`src/rtl/lfsr_scrambler_gen_pkg.sv`:
```
// Shared definitions for the LFSR scrambler: mode encoding and PRBS15 defaults.
package lfsr_scrambler_gen_pkg;

  typedef enum logic [1:0] {
    MODE_ADD  = 2'd0,
    MODE_MSCR = 2'd1,
    MODE_MDSC = 2'd2,
    MODE_RSVD = 2'd3
  } mode_e;

  localparam int          PRBS15_WIDTH = 15;
  localparam logic [14:0] PRBS15_POLY  = 15'h6000;
  localparam logic [14:0] PRBS15_SEED  = 15'h00A9;

  // The reserved encoding behaves exactly like additive mode.
  function automatic mode_e norm_mode(input logic [1:0] m);
    case (m)
      2'd1:    return MODE_MSCR;
      2'd2:    return MODE_MDSC;
      default: return MODE_ADD;
    endcase
  endfunction

endpackage

```
`src/rtl/lfsr_scrambler_gen_if.sv`:
```
// Valid/ready stream bundle between framer, scrambler and line encoder.
interface lfsr_scrambler_gen_if #(
  parameter int DATA_W = 8
) ();
  logic              in_valid;
  logic              in_ready;
  logic [DATA_W-1:0] din;
  logic              out_valid;
  logic              out_ready;
  logic [DATA_W-1:0] dout;

  modport master (
    output in_valid, din, out_ready,
    input  in_ready, out_valid, dout
  );

  modport slave (
    input  in_valid, din, out_ready,
    output in_ready, out_valid, dout
  );
endinterface

```
`src/rtl/lfsr_scrambler_gen_step.sv`:
```
// Combinational LFSR advance over DATA_W bits, bit 0 first.
module lfsr_scrambler_gen_step
  import lfsr_scrambler_gen_pkg::*;
#(
  parameter int               WIDTH  = 15,
  parameter logic [WIDTH-1:0] POLY   = 15'h6000,
  parameter int               DATA_W = 8
) (
  input  logic [WIDTH-1:0]  state,
  input  logic [DATA_W-1:0] din,
  input  mode_e             mode,
  output logic [WIDTH-1:0]  state_next,
  output logic [DATA_W-1:0] dout
);

  // Unrolled per-bit feedback; the shifted-in bit depends on the mode.
  always_comb begin
    logic [WIDTH-1:0] s;
    logic             f;
    logic             s_in;
    s    = state;
    f    = 1'b0;
    s_in = 1'b0;
    dout = '0;
    for (int i = 0; i < DATA_W; i++) begin
      f       = ^(s & POLY);
      dout[i] = din[i] ^ f;
      case (mode)
        MODE_MSCR: s_in = dout[i];
        MODE_MDSC: s_in = din[i];
        default:   s_in = f;
      endcase
      s = {s[WIDTH-2:0], s_in};
    end
    state_next = s;
  end

endmodule

```
`src/rtl/lfsr_scrambler_gen.sv`:
```
// Per-lane LFSR scrambler/descrambler with stream handshake, seed load,
// period detection and zero-seed lock-up protection.
module lfsr_scrambler_gen
  import lfsr_scrambler_gen_pkg::*;
#(
  parameter int               WIDTH        = PRBS15_WIDTH,
  parameter logic [WIDTH-1:0] POLY         = WIDTH'(PRBS15_POLY),
  parameter int               DATA_W       = 8,
  parameter logic [WIDTH-1:0] SEED_DEFAULT = WIDTH'(PRBS15_SEED)
) (
  input  logic                 clk,
  input  logic                 rst,
  input  logic [1:0]           mode,
  input  logic                 seed_load,
  input  logic [WIDTH-1:0]     seed,
  lfsr_scrambler_gen_if.slave  strm,
  output logic [WIDTH-1:0]     state_out,
  output logic                 period_pulse,
  output logic                 lockup_err
);

  logic [WIDTH-1:0]  state_q;
  logic [WIDTH-1:0]  seed_q;
  logic [WIDTH-1:0]  state_nxt;
  logic [DATA_W-1:0] dout_q;
  logic [DATA_W-1:0] dout_nxt;
  logic              out_valid_q;
  logic              accept;
  logic              zero_seed;
  mode_e             mode_q;
  mode_e             mode_in;

  assign mode_in   = norm_mode(mode);
  // An all-zero additive LFSR never leaves zero, so it is forced to 1.
  assign zero_seed = (seed == '0) && (mode_in == MODE_ADD);

  assign strm.in_ready  = !rst && !seed_load && (!out_valid_q || strm.out_ready);
  assign accept         = strm.in_valid && strm.in_ready;
  assign strm.out_valid = out_valid_q;
  assign strm.dout      = dout_q;
  assign state_out      = state_q;

  lfsr_scrambler_gen_step #(
    .WIDTH  (WIDTH),
    .POLY   (POLY),
    .DATA_W (DATA_W)
  ) u_step (
    .state      (state_q),
    .din        (strm.din),
    .mode       (mode_q),
    .state_next (state_nxt),
    .dout       (dout_nxt)
  );

  // LFSR state, stored seed and mode: loaded on seed_load, advanced on accept.
  always_ff @(posedge clk) begin
    if (rst) begin
      state_q <= SEED_DEFAULT;
      seed_q  <= SEED_DEFAULT;
      mode_q  <= MODE_ADD;
    end else if (seed_load) begin
      state_q <= zero_seed ? WIDTH'(1) : seed;
      seed_q  <= zero_seed ? WIDTH'(1) : seed;
      mode_q  <= mode_in;
    end else if (accept) begin
      state_q <= state_nxt;
    end
  end

  // Output register and period pulse; a held beat keeps dout stable.
  always_ff @(posedge clk) begin
    if (rst || seed_load) begin
      out_valid_q  <= 1'b0;
      dout_q       <= '0;
      period_pulse <= 1'b0;
    end else begin
      period_pulse <= 1'b0;
      if (accept) begin
        out_valid_q  <= 1'b1;
        dout_q       <= dout_nxt;
        period_pulse <= (mode_q == MODE_ADD) && (state_nxt == seed_q);
      end else if (strm.out_ready) begin
        out_valid_q <= 1'b0;
      end
    end
  end

  // Sticky lock-up flag, cleared only by reset.
  always_ff @(posedge clk) begin
    if (rst) begin
      lockup_err <= 1'b0;
    end else if (seed_load && zero_seed) begin
      lockup_err <= 1'b1;
    end
  end

endmodule

```
`src/flat_wrapper.sv`:
```
// flat-port wrapper written by rule: the top's interface ports become plain ports
module lfsr_scrambler_gen_flat import lfsr_scrambler_gen_pkg::*;
#(
  parameter int               WIDTH        = PRBS15_WIDTH,
  parameter logic [WIDTH-1:0] POLY         = WIDTH'(PRBS15_POLY),
  parameter int               DATA_W       = 8,
  parameter logic [WIDTH-1:0] SEED_DEFAULT = WIDTH'(PRBS15_SEED)
)
  (clk, rst, mode, seed_load, seed, state_out, period_pulse, lockup_err, strm_in_valid, strm_din, strm_out_ready, strm_in_ready, strm_out_valid, strm_dout);
  lfsr_scrambler_gen_if #(.DATA_W(DATA_W)) strm_i ();
  input  logic clk;
  input  logic rst;
  input  logic [1:0] mode;
  input  logic seed_load;
  input  logic [WIDTH-1:0] seed;
  output logic [WIDTH-1:0] state_out;
  output logic period_pulse;
  output logic lockup_err;
  input wire logic [$bits(strm_i.in_valid)-1:0] strm_in_valid;
  input wire logic [$bits(strm_i.din)-1:0] strm_din;
  input wire logic [$bits(strm_i.out_ready)-1:0] strm_out_ready;
  output wire logic [$bits(strm_i.in_ready)-1:0] strm_in_ready;
  output wire logic [$bits(strm_i.out_valid)-1:0] strm_out_valid;
  output wire logic [$bits(strm_i.dout)-1:0] strm_dout;
  assign strm_i.in_valid = strm_in_valid;
  assign strm_i.din = strm_din;
  assign strm_i.out_ready = strm_out_ready;
  assign strm_in_ready = strm_i.in_ready;
  assign strm_out_valid = strm_i.out_valid;
  assign strm_dout = strm_i.dout;
  lfsr_scrambler_gen #(.WIDTH(WIDTH), .POLY(POLY), .DATA_W(DATA_W), .SEED_DEFAULT(SEED_DEFAULT)) u_core (.clk(clk), .rst(rst), .mode(mode), .seed_load(seed_load), .seed(seed), .strm(strm_i), .state_out(state_out), .period_pulse(period_pulse), .lockup_err(lockup_err));
endmodule
```
`config.mk`:
```
export PLATFORM = sky130hd
export DESIGN_NAME = lfsr_scrambler_gen_flat
export DESIGN_NICKNAME = d
export VERILOG_FILES = /design/src/rtl/lfsr_scrambler_gen_pkg.sv /design/src/rtl/lfsr_scrambler_gen_if.sv /design/src/rtl/lfsr_scrambler_gen_step.sv /design/src/rtl/lfsr_scrambler_gen.sv /design/src/flat_wrapper.sv
export SDC_FILE = /design/constraint.sdc
export NUM_CORES = 1
export LEC_CHECK = 0
export ABC_AREA = 0
export CELL_PAD_IN_SITES_DETAIL_PLACEMENT = 0
export CELL_PAD_IN_SITES_GLOBAL_PLACEMENT = 2
export CORE_AREA = 5 5 93 95
export CTS_CLUSTER_DIAMETER = 200
export DETAILED_ROUTE_END_ITERATION = 12
export DIE_AREA = 0 0 98 100
export HOLD_SLACK_MARGIN = 0.05
export MAX_ROUTING_LAYER = met4
export PLACE_DENSITY = 0.9
export SKIP_LAST_GASP = 1
export SYNTH_ARGS = -nofsm -noshare
export SYNTH_HDL_FRONTEND = slang
export SYNTH_HIERARCHICAL = 1
export SYNTH_SLANG_ARGS = --single-unit
```
`constraint.sdc`:
```
create_clock -name clk -period 3.2 [get_ports clk]
set_clock_uncertainty 0.15 [all_clocks]
set_input_delay 0.96 -clock clk [delete_from_list [all_inputs] [get_ports clk]]
set_output_delay 0.96 -clock clk [all_outputs]
set_load 0.02 [all_outputs]
```
# Yosys cells after proc, flatten, opt, wreduce, memory -nomap -nowiden
# Cells that the tools add are included.
[word_totals] regBits=43 inputBits=30 wordCells=60 output_inout_bits=27
[classes] mux=14 bitwise=9 n_reduce_logical=25 n_eq_ne=5
[ops] op="$reduce_xor 15->1" n=8
[ops] op="$mux 15" n=3
[ops] op="$pmux 1 s2" n=8
[ops] op="$eq 15x15->1" n=1
[ops] op="$logic_not 15->1" n=1
[ops] op="$xor 1x1->1" n=8
[ops] op="$logic_and 1x1->1" n=6
[ops] op="$eq 2x1->1 const B" n=2
[ops] op="$eq 2x2->1 const B" n=2
[ops] op="$logic_not 2->1" n=2
[ops] op="$pmux 2 s2" n=1
[ops] op="$reduce_bool 2->1" n=2
[ops] op="$logic_not 1->1" n=3
[ops] op="$logic_or 1x1->1" n=2
[ops] op="$mux 1" n=2
[ops] op="$reduce_or 2->1" n=1
[ops] op="$not 1->1" n=1

# Longest topological paths before layout
[logic_depth] depth_word=6 depth_mapped=9 mapped_depth_nobuf=8

# Cells and area by module
# Netlist, hierarchy kept.
[by_module_without_submodules] module="lfsr_scrambler_gen" cells_each=193 seq_area_each_um2=860.8 instances=1 area_per_inst_um2=1875.5
[by_module_without_submodules] module="lfsr_scrambler_gen_step" cells_each=67 seq_area_each_um2=0.0 instances=1 area_per_inst_um2=447.9

# Worst setup path before layout
# No wires, ideal clock.
[synth_timing] path_type="input to output" startpoint="input rst" endpoint="output strm_in_ready" arrival_time_ns=1.686 slack_ns=0.404 stages=4 required_time_ns=2.090 path_buffers=2 cell_sequence="buf_6 -> nor2_4 -> clkbuf_1 -> and2_1"
[synth_via] elab_chain_len=3
[synth_rtl] element="from (decl)" line="flat_wrapper.sv:12" rtl="input logic rst;"
[synth_rtl] element="$logic_not 1->1" line="lfsr_scrambler_gen.sv:37" rtl="assign strm.in_ready = !rst && !seed_load && (!out_valid_q || strm.out_ready);"
[synth_rtl] element="$logic_and 1x1->1 (2 in a row)" line="lfsr_scrambler_gen.sv:37"
[synth_rtl] element="to (decl)" line="flat_wrapper.sv:22" rtl="output wire logic [$bits(strm_i.in_ready)-1:0] strm_in_ready;"
# Every way passes these cells.

# Final worst setup path
# Same ends and word-level chain as after synthesis.

==> results_dict.tcl <==
set metrics [dict create \
    dp_hpwl_um 4869 \
    syn-num-nets 294 \
    cts_buffer_depth 2 \
    finalHoldWorstSlack_ps 306.0 \
    clkTransAtPathRegs_ps 90 \
    clk-insertion-delay-late_ps 300 \
    yosysUniqueCellTypes 38 \
    setup_viol 0 \
    slew_viol_final 0 \
    cts_tree "built" \
    post-route-drc-count 0 \
    req_time_crit_path_ps 2090 \
    cts_buffers 5 \
    final.min_clock_period_ps 3131 \
    final.setup.worst_slack_ps 69.25 \
    final_hold_viol_count 0 \
    floorplan.core_area_sq_um 7647 \
    grt-ovfl-total 0 \
    timing.critical_path.to_type "output port" \
    placement.io_buffers 56 \
    total_routing_usage_reported_by_global_routing 0.1395 \
    cap_violations 0 \
    syn-mean-instance-area_sq_um 8.936 \
    synth-main-ff-cell "sky130_fd_sc_hd__dfxtp_1" \
    ys_seq_area_frac 0.3705 \
    crit_path_max_incr_delay_ps 510 \
    layout-area-overhead-vs-synth_pct 31.99 \
    ys_async_sr_fraction 0 \
    postCtsHoldBufs 0 \
    setup.worst_path.class "primary input to output port" \
    initial_core_util 0.3038 \
    detail_route.iter0.violations 92 \
    mappedNetlistArea_sq_um 2323 \
    fin_tns_setup_ps 0 \
    synthCells 260 \
    number_of_enable_type_register_cells_in_the_synthesized_netlist 0 \
    die_y_um 100 \
    clock_tree.htree_level_count 2 \
    layout.nets 346 \
    ys.warnings.count 6 \
    worst_ep_arrival_time_ps 2020 \
    floorplan.io_pins 57 \
    critPathBufInv 2 \
    grt_first_pass_wirelength_um 10420 \
    detailedRoute.firstPassIterationCount 4 \
    antenna_found_initial 0 \
    detailroute.via_count 1983 \
    power_per_cell_area_nw_per_um2 464.8 \
    critPathTopFamily "buffers and inverters" \
    placementRows 32 \
    ir_drop_mv 0.1679 \
    worst-slew-pin-transition_ps 730.9 \
    rsz0062_at_grt "false" \
    yosysTopAreaCell "sky130_fd_sc_hd__dfxtp_1" \
    slew_headroom 0.5106 \
    synth.most_common_cell "sky130_fd_sc_hd__dfxtp_1" \
    grt_max_degree 32 \
    via_per_inst 4.778 \
    dieWidth_um 98 \
    finalWeightedCongestion 0.7810 \
    synth_common_cells "43 x sky130_fd_sc_hd__dfxtp_1, 30 x sky130_fd_sc_hd__xnor2_1, 21 x sky130_fd_sc_hd__nand2_1, 18 x sky130_fd_sc_hd__nand3_1" \
    hold_path_class "register to register" \
    fin_crit_sh 0.9784 \
    root_buffer "sky130_fd_sc_hd__clkbuf_8" \
    route.antenna.remaining_nets 0 \
    max_freq_mhz 319.4 \
    drt_total_wl_um 6418 \
    clock-sinks 43 \
    ys_top_cells_by_area "sky130_fd_sc_hd__dfxtp_1 37%, sky130_fd_sc_hd__xnor2_1 11%, sky130_fd_sc_hd__mux2i_1 6.5%, sky130_fd_sc_hd__a22o_1 4.1%, sky130_fd_sc_hd__nand3_1 3.9%" \
    layout-drive-gt1-share 0.07348 \
    fp.dieArea_sq_um 9800 \
    synthDominantCellAreaShare 0.3705 \
    wire_per_inst_um 15.47 \
    worst_path_max_delay_cell "sky130_fd_sc_hd__clkdlybuf4s50_1" \
    post-place-ws_ps -266.5 \
    grt_pass1_vias 1941 \
    ys_ff_latch 43 \
    insertedDiodeCount 0 \
    maximum_fanout_count_along_the_critical_path 2 \
    status "complete, no violations" \
    cts_resized 1 \
    cp-start-kind "primary input" \
    static_leakage_uw 0.001206 \
    timing.critical_path.cells "clkdlybuf4s50_1 > nor2_4 > and2_1 > clkdlybuf4s15_1" \
    post-cts-setup-buffers 0 \
]
[logic make-up (layout without fill, tap and decap cells)]
logic type,after synthesis,after routing,share of synthesized area
AO/OA/AOI/OAI,48,48,0.1508
XOR/XNOR,31,31,0.1169
adder cells (fa/ha/maj),4,4,0.02154
buffers and inverters,36,89,0.08347
flip-flops,43,43,0.3705
multiplexers,15,15,0.06462
AND/OR/NAND/NOR,83,83,0.1923
[where the power goes]
| part | internal [uW] | leakage, uW | total (uW) | switching, uW |
|---|---|---|---|---|
| sequential | 571 | 0.000355 | 610 | 38.3 |
| clock | 253 | 0.0000612 | 445 | 192 |
| combinational | 188 | 0.000790 | 371 | 183 |
[final timing paths]
check	start	end	slack, ps	cells past startpoint
setup reg to reg	u_core/mode_q[0]	u_core/period_pulse	740	8
setup / recovery	rst	strm_in_ready	70	4
hold reg to reg	u_core/strm.dout[6]	u_core/strm.dout[6]	310	2
hold / removal	u_core/strm.dout[6]	u_core/strm.dout[6]	310	2
[stage by stage]
stage | util | power, uW | instance area (sq um) | cells
after CTS | 0.4009 | 1440 | 3065 | 415
after global placement | 0.3856 | 992.5 | 2949 | 407
after floorplan | - | 850.8 | 2323 | 260
after global routing | 0.4010 | 1497 | 3067 | 415
final | 0.4010 | 1425 | 3067 | 415
after detailed placement | 0.3856 | 995.6 | 2949 | 407
[metal layers]
metal  vias to the layer above  GRT usage  wire (um)
met5                         -          -          0
met2                        62     0.2225       2889
met3                         5    0.03197        388
met4                         0    0.03195         59
met1                       912     0.1807       3081
li1                       1004          -          -
[state kept, by name (all words and copies together) (netlist names)]
signal / cells
u_core/lockup_err: 1
u_core/seed_q: 15
u_core/period_pulse: 1
u_core/mode_q: 2
u_core/strm.dout: 8
u_core/strm.out_valid: 1
u_core/state_out: 15
[layout by cell type (no fill, tap or decap), drive strengths merged]
cell and instances:
a22o 11, nor4 4, xnor2 30, mux2i 15, nor2b 6, nand4 4
inv 15, o21bai 4, nand2b 3, o32ai 4, a21boi 1, a31o 1
buf 10, clkinv 1, o211ai 1, nor2 15, and4 1, and3 1
nor4b 1, o2111ai 2, nand3 18, clkdlybuf4s15 1, o21ai 2, dfxtp 43
and2 1, xor2 1, nor3b 1, nor3 3, clkbuf 6, nand2 21
a211oi 11, a21oi 11, nand3b 4, ha 4, clkdlybuf4s50 55, bufinv 1
[worst reg2reg max path, cell delays in order, from the launching register on]
cell	delay [ps]
sky130_fd_sc_hd__dfxtp_1	410
sky130_fd_sc_hd__inv_1	60
sky130_fd_sc_hd__ha_1	470
sky130_fd_sc_hd__o32ai_1	400
sky130_fd_sc_hd__buf_4	190
sky130_fd_sc_hd__xor2_1	80
sky130_fd_sc_hd__nor3_1	180
sky130_fd_sc_hd__nand4_2	130
sky130_fd_sc_hd__nor4_2	300
[final cells by class]
| class | count | area [sq um] |
|---|---|---|
| Clock buffer | 6 | 82.58 |
| Clock inverter | 2 | 35.03 |
| Inverter | 15 | 56.30 |
| Tap cell | 102 | 127.6 |
| Fill cell | 786 | 4581 |
| Multi-Input combinational cell | 181 | 1269 |
| Timing Repair Buffer | 66 | 635.6 |
| Sequential cell | 43 | 860.8 |
No activity file was read; power rests on OpenSTA's default activity.
